### src/rtl/itch_event_arbiter.sv
// itch_event_arbiter
//
// Merges decoded order events from two itch_parser instances (feed A = ch0,
// feed B = ch1) into a single stream for the book builder. The parsers cannot
// be stalled, so each channel lands in its own small event FIFO. A round-robin
// scheduler drains both FIFOs through one registered valid/ready output stage,
// and events that arrive while a FIFO is full are dropped and counted.
//
// Ports
//   clkIn, rstNIn        clock, asynchronous active-low reset
//   chAddValidIn[1:0]    per-channel add event pulse
//   chDelValidIn[1:0]    per-channel delete event pulse
//   chExecValidIn[1:0]   per-channel execute event pulse
//   chRefNumIn/chLocateIn/chPriceIn/chSharesIn/chBuySellIn
//                        per-channel event fields, sampled with the pulse
//   evtValidOut/evtReadyIn  output handshake
//   evtTypeOut           01 add, 10 delete, 11 execute
//   evtChanOut           source channel of the presented event
//   evtRefNumOut..evtBuySellOut  event fields, unchanged from the input
//   dropCntOut[1:0]      per-channel saturating overflow drop count
//   protoErrOut[1:0]     per-channel sticky flag for multi-hot valids

module itch_event_arbiter #(
  parameter int FIFO_DEPTH = 4,
  parameter int CNT_W      = 16
) (
  input  logic                  clkIn,
  input  logic                  rstNIn,
  input  logic [1:0]            chAddValidIn,
  input  logic [1:0]            chDelValidIn,
  input  logic [1:0]            chExecValidIn,
  input  logic [1:0][63:0]      chRefNumIn,
  input  logic [1:0][15:0]      chLocateIn,
  input  logic [1:0][31:0]      chPriceIn,
  input  logic [1:0][31:0]      chSharesIn,
  input  logic [1:0]            chBuySellIn,
  output logic                  evtValidOut,
  input  logic                  evtReadyIn,
  output logic [1:0]            evtTypeOut,
  output logic                  evtChanOut,
  output logic [63:0]           evtRefNumOut,
  output logic [15:0]           evtLocateOut,
  output logic [31:0]           evtPriceOut,
  output logic [31:0]           evtSharesOut,
  output logic                  evtBuySellOut,
  output logic [1:0][CNT_W-1:0] dropCntOut,
  output logic [1:0]            protoErrOut
);

  localparam int PTR_W = $clog2(FIFO_DEPTH);
  localparam int OCC_W = PTR_W + 1;

  typedef struct packed {
    logic [1:0]  evt_type;
    logic [63:0] ref_num;
    logic [15:0] locate;
    logic [31:0] price;
    logic [31:0] shares;
    logic        buy_sell;
  } evt_t;

  typedef enum logic {
    IDLE     = 1'b0,
    HAVE_EVT = 1'b1
  } state_t;

  // Per-channel FIFO state
  evt_t             fifo_mem_q [2][FIFO_DEPTH];
  evt_t             fifo_mem_d [2][FIFO_DEPTH];
  logic [PTR_W-1:0] wr_ptr_q   [2];
  logic [PTR_W-1:0] wr_ptr_d   [2];
  logic [PTR_W-1:0] rd_ptr_q   [2];
  logic [PTR_W-1:0] rd_ptr_d   [2];
  logic [OCC_W-1:0] count_q    [2];
  logic [OCC_W-1:0] count_d    [2];

  logic [1:0][CNT_W-1:0] drop_cnt_q, drop_cnt_d;
  logic [1:0]            proto_err_q, proto_err_d;

  // Scheduler / output stage state
  state_t state_q, state_d;
  logic   rr_q, rr_d;
  evt_t   out_evt_q, out_evt_d;
  logic   out_chan_q, out_chan_d;

  // Combinational helpers
  evt_t       push_evt [2];
  logic [1:0] ch_event;
  logic [1:0] multi_hot;
  logic [1:0] fifo_empty;
  logic [1:0] fifo_full;
  logic [1:0] pop;
  logic [1:0] push_accept;
  logic [1:0] drop;
  logic       any_avail;
  logic       load_en;
  logic       do_load;
  logic       serve_ch;

  // Decode the per-channel valids into one event. Add beats delete, delete
  // beats execute when a parser raises more than one valid in a cycle.
  always_comb begin
    for (int ch = 0; ch < 2; ch++) begin
      ch_event[ch]  = chAddValidIn[ch] | chDelValidIn[ch] | chExecValidIn[ch];
      multi_hot[ch] = (chAddValidIn[ch] & chDelValidIn[ch]) |
                      (chAddValidIn[ch] & chExecValidIn[ch]) |
                      (chDelValidIn[ch] & chExecValidIn[ch]);
      if (chAddValidIn[ch]) begin
        push_evt[ch].evt_type = 2'b01;
      end else if (chDelValidIn[ch]) begin
        push_evt[ch].evt_type = 2'b10;
      end else begin
        push_evt[ch].evt_type = 2'b11;
      end
      push_evt[ch].ref_num  = chRefNumIn[ch];
      push_evt[ch].locate   = chLocateIn[ch];
      push_evt[ch].price    = chPriceIn[ch];
      push_evt[ch].shares   = chSharesIn[ch];
      push_evt[ch].buy_sell = chBuySellIn[ch];
    end
  end

  // Scheduler decision. The output register reloads when it is empty or
  // being consumed; the RR channel is preferred if it has anything queued.
  always_comb begin
    for (int ch = 0; ch < 2; ch++) begin
      fifo_empty[ch] = (count_q[ch] == '0);
      fifo_full[ch]  = (count_q[ch] == OCC_W'(FIFO_DEPTH));
    end
    any_avail = ~(fifo_empty[0] & fifo_empty[1]);
    load_en   = (state_q == IDLE) | evtReadyIn;
    do_load   = load_en & any_avail;
    serve_ch  = fifo_empty[rr_q] ? ~rr_q : rr_q;
    for (int ch = 0; ch < 2; ch++) begin
      pop[ch] = do_load & (serve_ch == 1'(ch));
    end
  end

  // FIFO bookkeeping. A full FIFO still accepts a push in the cycle it is
  // popped, so a steady-state full queue never drops while draining.
  always_comb begin
    fifo_mem_d  = fifo_mem_q;
    wr_ptr_d    = wr_ptr_q;
    rd_ptr_d    = rd_ptr_q;
    count_d     = count_q;
    drop_cnt_d  = drop_cnt_q;
    proto_err_d = proto_err_q;
    push_accept = '0;
    drop        = '0;
    for (int ch = 0; ch < 2; ch++) begin
      push_accept[ch] = ch_event[ch] & (~fifo_full[ch] | pop[ch]);
      drop[ch]        = ch_event[ch] & fifo_full[ch] & ~pop[ch];
      if (push_accept[ch]) begin
        fifo_mem_d[ch][wr_ptr_q[ch]] = push_evt[ch];
        wr_ptr_d[ch] = wr_ptr_q[ch] + 1'b1;
      end
      if (pop[ch]) begin
        rd_ptr_d[ch] = rd_ptr_q[ch] + 1'b1;
      end
      count_d[ch] = count_q[ch] + OCC_W'(push_accept[ch]) - OCC_W'(pop[ch]);
      if (drop[ch] && (drop_cnt_q[ch] != '1)) begin
        drop_cnt_d[ch] = drop_cnt_q[ch] + 1'b1;
      end
      if (multi_hot[ch]) begin
        proto_err_d[ch] = 1'b1;
      end
    end
  end

  // Output-stage FSM: HAVE_EVT exactly when the output register holds an
  // event, so evtValidOut comes straight from the state register.
  always_comb begin
    state_d    = state_q;
    rr_d       = rr_q;
    out_evt_d  = out_evt_q;
    out_chan_d = out_chan_q;
    case (state_q)
      IDLE: begin
        if (any_avail) begin
          state_d = HAVE_EVT;
        end
      end
      HAVE_EVT: begin
        if (evtReadyIn && !any_avail) begin
          state_d = IDLE;
        end
      end
      default: state_d = IDLE;
    endcase
    if (do_load) begin
      out_evt_d  = fifo_mem_q[serve_ch][rd_ptr_q[serve_ch]];
      out_chan_d = serve_ch;
      rr_d       = ~serve_ch;
    end
  end

  always_ff @(posedge clkIn or negedge rstNIn) begin
    if (!rstNIn) begin
      fifo_mem_q  <= '{default: '0};
      wr_ptr_q    <= '{default: '0};
      rd_ptr_q    <= '{default: '0};
      count_q     <= '{default: '0};
      drop_cnt_q  <= '0;
      proto_err_q <= '0;
      state_q     <= IDLE;
      rr_q        <= 1'b0;
      out_evt_q   <= '0;
      out_chan_q  <= 1'b0;
    end else begin
      fifo_mem_q  <= fifo_mem_d;
      wr_ptr_q    <= wr_ptr_d;
      rd_ptr_q    <= rd_ptr_d;
      count_q     <= count_d;
      drop_cnt_q  <= drop_cnt_d;
      proto_err_q <= proto_err_d;
      state_q     <= state_d;
      rr_q        <= rr_d;
      out_evt_q   <= out_evt_d;
      out_chan_q  <= out_chan_d;
    end
  end

  assign evtValidOut   = (state_q == HAVE_EVT);
  assign evtTypeOut    = out_evt_q.evt_type;
  assign evtChanOut    = out_chan_q;
  assign evtRefNumOut  = out_evt_q.ref_num;
  assign evtLocateOut  = out_evt_q.locate;
  assign evtPriceOut   = out_evt_q.price;
  assign evtSharesOut  = out_evt_q.shares;
  assign evtBuySellOut = out_evt_q.buy_sell;
  assign dropCntOut    = drop_cnt_q;
  assign protoErrOut   = proto_err_q;

endmodule

### config.mk
export PLATFORM = sky130hd
export DESIGN_NAME = itch_event_arbiter
export DESIGN_NICKNAME = d
export VERILOG_FILES = /design/src/rtl/itch_event_arbiter.sv
export SDC_FILE = /design/constraint.sdc
export NUM_CORES = 2
export LEC_CHECK = 0
export ABC_AREA = 1
export CORE_MARGIN = 2
export CORE_UTILIZATION = 40
export DETAILED_ROUTE_END_ITERATION = 7
export GPL_TIMING_DRIVEN = 0
export PLACE_DENSITY = 0.56
export SYNTH_ARGS = -nofsm -noshare
export SYNTH_HDL_FRONTEND = slang
export SYNTH_SLANG_ARGS = --single-unit
### constraint.sdc
create_clock -name clkIn -period 2.43 [get_ports clkIn]
set_clock_uncertainty 0.05 [all_clocks]
set_input_delay 0.729 -clock clkIn [delete_from_list [all_inputs] [get_ports clkIn]]
set_output_delay 0.729 -clock clkIn [all_outputs]
set_load 0.01 [all_outputs]
# [Yosys cells after proc, flatten, opt, wreduce, memory -nomap -nowiden]
# Cells that the tools add are included.
[op_classes] n_eq_ne=4 n_mux=25 n_reduce_logical=7 bitwise_logic=39 add_sub_neg=10 magnitude_cmp=7
[op_table] operator="$mux 588" n=3
[op_table] operator="$bwmux 588" n=2
[op_table] operator="$demux 147 s2" n=2
[op_table] operator="$mux 147" n=4
[op_table] operator="$bmux 147 s2" n=1
[op_table] operator="$add 16x1->16 const B" n=2
[op_table] operator="$ne 16x16->1 const B" n=2
[op_table] operator="$and 1x1->1" n=16
[op_table] operator="$or 1x1->1" n=11
[op_table] operator="$mux 2" n=5
[op_table] operator="$ge 3x3->1 const B" n=3
[op_table] operator="$not 2->3" n=3
[op_table] operator="$add 2x1->2 const B" n=4
[op_table] operator="$not 1->1" n=8
[op_table] operator="$mux 1" n=7
[op_table] operator="$add 3x1->3" n=2
[op_table] operator="$eq 3x3->1 const B" n=2
[op_table] operator="$logic_not 3->1" n=2
[op_table] operator="$lt 3x1->1 const B" n=2
[op_table] operator="$sub 3x1->3" n=2
[op_table] operator="$logic_and 1x1->1" n=5
[op_table] operator="$ge 2x2->1 const B" n=1
[op_table] operator="$lt 1x2->1 const B" n=1
[op_table] operator="$not 1->2" n=1
[op_table] operator="$pmux 1 s2" n=1
[word_totals] regBits=1374 elab_cells=159 in_bits=299 out_inout_bits=183

# [Depth between registers and ports, before layout]
[depth] depth_word=12 ltp_mapped=14 ltp_nobuf=13

# [Least setup slack after synthesis]
# Ideal clock, no wire load.
[synth_path] path_type="input to register" start="input port chDelValidIn[1]" end="register count_q[2] (netlist bit)" n_path_buf=0 slack_ns=-0.144 arrival_time_ns=2.401 required_time_ns=2.257 path_stages=9 setup_time_ns=0.123 path_cell_list="nor3_1 > inv_1 > nand2_1 > ha_1 > inv_1 > ha_1 > inv_1 > fa_1 > xnor2_1"
[synth_lines] item="start: declaration" line_no="30" rtl="input logic [1:0] chDelValidIn,"
[synth_lines] item="end signal: assignment" line_no="213" rtl="count_q <= count_d;"
[synth_lines] item="end: declaration" line_no="74" rtl="logic [OCC_W-1:0] count_q [2];"

==> out/results.ini <==
[synth]
yosysUniqueCellTypes = 29
syn_avg_cell_area_um2 = 7.68
synthCells = 8505
ys_warn_count = 0
synth.cell_area_mm2 = 0.0653
yosys_register_bits = 1374
synth_fp_nets = 8820
yosysSeqAreaShare_pct = 52.7

[critical_path]
cp-end-kind = flip-flop
cpPeakStageDelay_ns = 0.52
crit_path_top_delay_cell = fa_2
worstPathRequired_ns = 3.06
worst-path-buf-inv = 3
crit_arrival_ns = 3.10
path_delay_family = simple AND/OR/NAND/NOR gates
critical_path_class = flip-flop to flip-flop
crit_chain = nor2_4 -> nand2_2 -> nor2_4 -> nor2_4 -> nand2_4 -> nand3_4 -> nand2_4 -> ha_4 -> inv_4 -> ha_4 -> inv_2 -> fa_2 -> inv_2
critical_path.most_common_cell = nor2_4
startpoint_type = flip-flop
cp_max_fo = 6

[placed_design]
place_inst = 11200
dp_hpwl_um = 182000
gp_congestion = 0.913
io_buffers = 481

[global_route]
grt_max_degree = 181
grt_pass1_wl_um = 378000
grt_pass1_vias = 59600
antenna_found_initial = 15
track_usage_pct = 30.0
grt_overflow_total = 0

[clocking]
cts_tree = built
cts_sinks = 1374
clockBufferDepth = 3
cts_buffers = 154
h-tree-depth = 4
cts-root-buf = clkbuf_16
clkSlewWorstSetupHoldPaths_ns = 0.06
insertion_delay_ns = 0.81

[layout]
area_delta_synth_final_pct = 23.8
ff_latch_area_mm2 = 0.0344
drive_gt1_share_pct = 11.0
multi_input_comb_area_mm2 = 0.0267
fillers = 16100
layout_commonest_cell = nand2_1
mostFrequentLayoutCells = nand2_1 (3770), dfrtp_1 (1343), nand3_1 (1076)
nets = 9541
fin_cells = 11500

[power]
irDropWorstVdd_mv = 0.929
leakage_nw = 42.3
switching_power_mw = 61.2
pwr_density_cell_mw_per_mm2 = 1650
sw_frac_of_total_pct = 45.8
total_power_mw = 134
p_clk_share_pct = 19.1
pwr-share-seq_pct = 29.7
intPower_mw = 72.5
p_comb_share_pct = 51.2

[sta]
finalSetupViolations = 2
hold_violations = 0
final.min_clock_period_ns = 2.47
finalWorstSetupSlack_ns = -0.0351
rsz0062_at_grt = true
period_share_pct = 101
slew_headroom_pct = 31.8
holdWs_ns = 0.420
slew_viol_final = 0
worst_slew_pin_slew_ns = 1.02
fmax_ghz = 0.406

[outcome]
outcome = finished with violations
violations = setup timing

[routing]
wl_um = 256000
drt_iter0_markers = 5991
final_antenna_net_count = 0
drt_pre_antenna_iters = 6
dr_total_vias = 61200
wire_per_inst_um = 22.2
drc = 0
via_per_inst = 5.30

[die]
ioPinCount = 482
start_util_pct = 40.2
dieArea_mm2 = 0.166
die_w_um = 408
die_y_um = 408
num_rows = 148
core-area_mm2 = 0.162

[min_path]
hp-class = flip-flop to flip-flop

[run]
max-cap-violations = 0

-- flip-flops by register name (all words and copies together) (netlist names) --
register / flops
evtLocateOut: 16
protoErrOut: 2
rr_q: 1
count_q: 6
evtValidOut: 1
rd_ptr_q: 4
evtBuySellOut: 1
wr_ptr_q: 4
fifo_mem_q: 1176
evtPriceOut: 32
evtChanOut: 1
evtTypeOut: 2
evtRefNumOut: 64
dropCntOut: 32
evtSharesOut: 32
-- synthesized netlist by cell type, drive strengths merged --
cell type	n	area share, %
nor3	11	0.084
clkinv	1	0.0057
nand3b	2	0.023
nand3	1092	8.5
o21ai	1181	9.1
a21oi	4	0.031
nor2	37	0.27
nand4	3	0.029
fa	2	0.061
buf	542	4.3
ha	14	0.27
inv	328	1.9
nand2	3787	22
clkbuf	92	0.53
dfrtp	1374	53
xnor2	17	0.23
xor2	18	0.24
-- power groups by stage --
stage | logic [mW] | registers [mW] | clock network (mW)
floorplan | 40.6 | 38.6 | 0
global placement | 62.0 | 40.1 | 0
detailed placement | 63.1 | 39.9 | 0
CTS | 64.5 | 39.5 | 25.8
global route | 75.8 | 40.9 | 26.8
finish | 68.4 | 39.8 | 25.5
-- repair_timing --
item,CTS,global route
hold buffers,2,0
hold endpoints to repair,57,0
cloned,0,11
pin swaps,18,18
setup buffers,41,26
setup endpoints to repair,1537,1517
gates resized for setup,420,368
-- final cells by class --
| class | count | share of cell area, % |
|---|---|---|
| diodes | 6 | 0.0186 |
| plain buffers | 629 | 5.42 |
| clock buffers | 226 | 5.82 |
| clock inverters | 57 | 1.01 |
| inverters | 329 | 1.53 |
| multi-input cells | 6168 | 33.1 |
| flip-flops and latches | 1374 | 42.6 |
| well taps | 2175 | 3.37 |
| repair buffers | 570 | 7.17 |
-- cells by family after synthesis --
group           synth area share [%]
flops                           52.7
buf+inv                         6.74
simple gates                    30.7
fa+ha+maj                      0.330
xor+xnor                       0.470
compound gates                  9.09
-- worst reg2reg max path: stages (launching register included) --
cell and delay, ns:
dfrtp_2 0.42, nor2_4 0.12, nand2_2 0.09, nor2_4 0.24, nor2_4 0.12, nand2_4 0.10, nand3_4 0.14, nand2_4 0.11
ha_4 0.21, inv_4 0.05, ha_4 0.12, inv_2 0.04, fa_2 0.52, inv_2 0.03
-- final timing paths --
check,start,end,slack (ns),cells past startpoint
min in group asynchronous,rstNIn,dropCntOut[6]$_DFFE_PN0P_,0.59,3
worst min register to register,protoErrOut[1]$_DFFE_PN0P_,protoErrOut[1]$_DFFE_PN0P_,0.42,2
worst min-delay path,protoErrOut[1]$_DFFE_PN0P_,protoErrOut[1]$_DFFE_PN0P_,0.42,2
worst max-delay path,count_q[1]$_DFF_PN0_,count_q[4]$_DFF_PN0_,-0.04,13
max in group asynchronous,rstNIn,fifo_mem_q[527]$_DFFE_PN0P_,0.39,4
worst max register to register,count_q[1]$_DFF_PN0_,count_q[4]$_DFF_PN0_,-0.04,13
-- layer usage --
layer  routed length (um)  track usage (%)  vias up  part of all wire [%]
met2               114000             46.3     2500                    45
met4                12600             13.8        6                   4.9
met5                   41                0        -                 0.016
met3                20400             5.34      492                   7.9
li1                     -                -    28700                     -
met1               109000             41.1    29400                    43
-- stage by stage --
| step | utilization, % | worst slack [ns] | area [um2] | setup TNS, ns |
|---|---|---|---|---|
| after floorplan | - | 0.0218 | 65300 | 0 |
| after global placement | 44.9 | -63.80 | 72800 | - |
| after detailed placement | 45.0 | -1.51 | 73100 | -1648.59 |
| after CTS | 48.9 | -0.0690 | 79400 | -4.11 |
| after global routing | 49.8 | -0.102 | 80800 | -1.88 |
| final | 49.8 | -0.0351 | 80800 | -0.0497 |
Note: power is estimated with default switching activity, not from simulation.
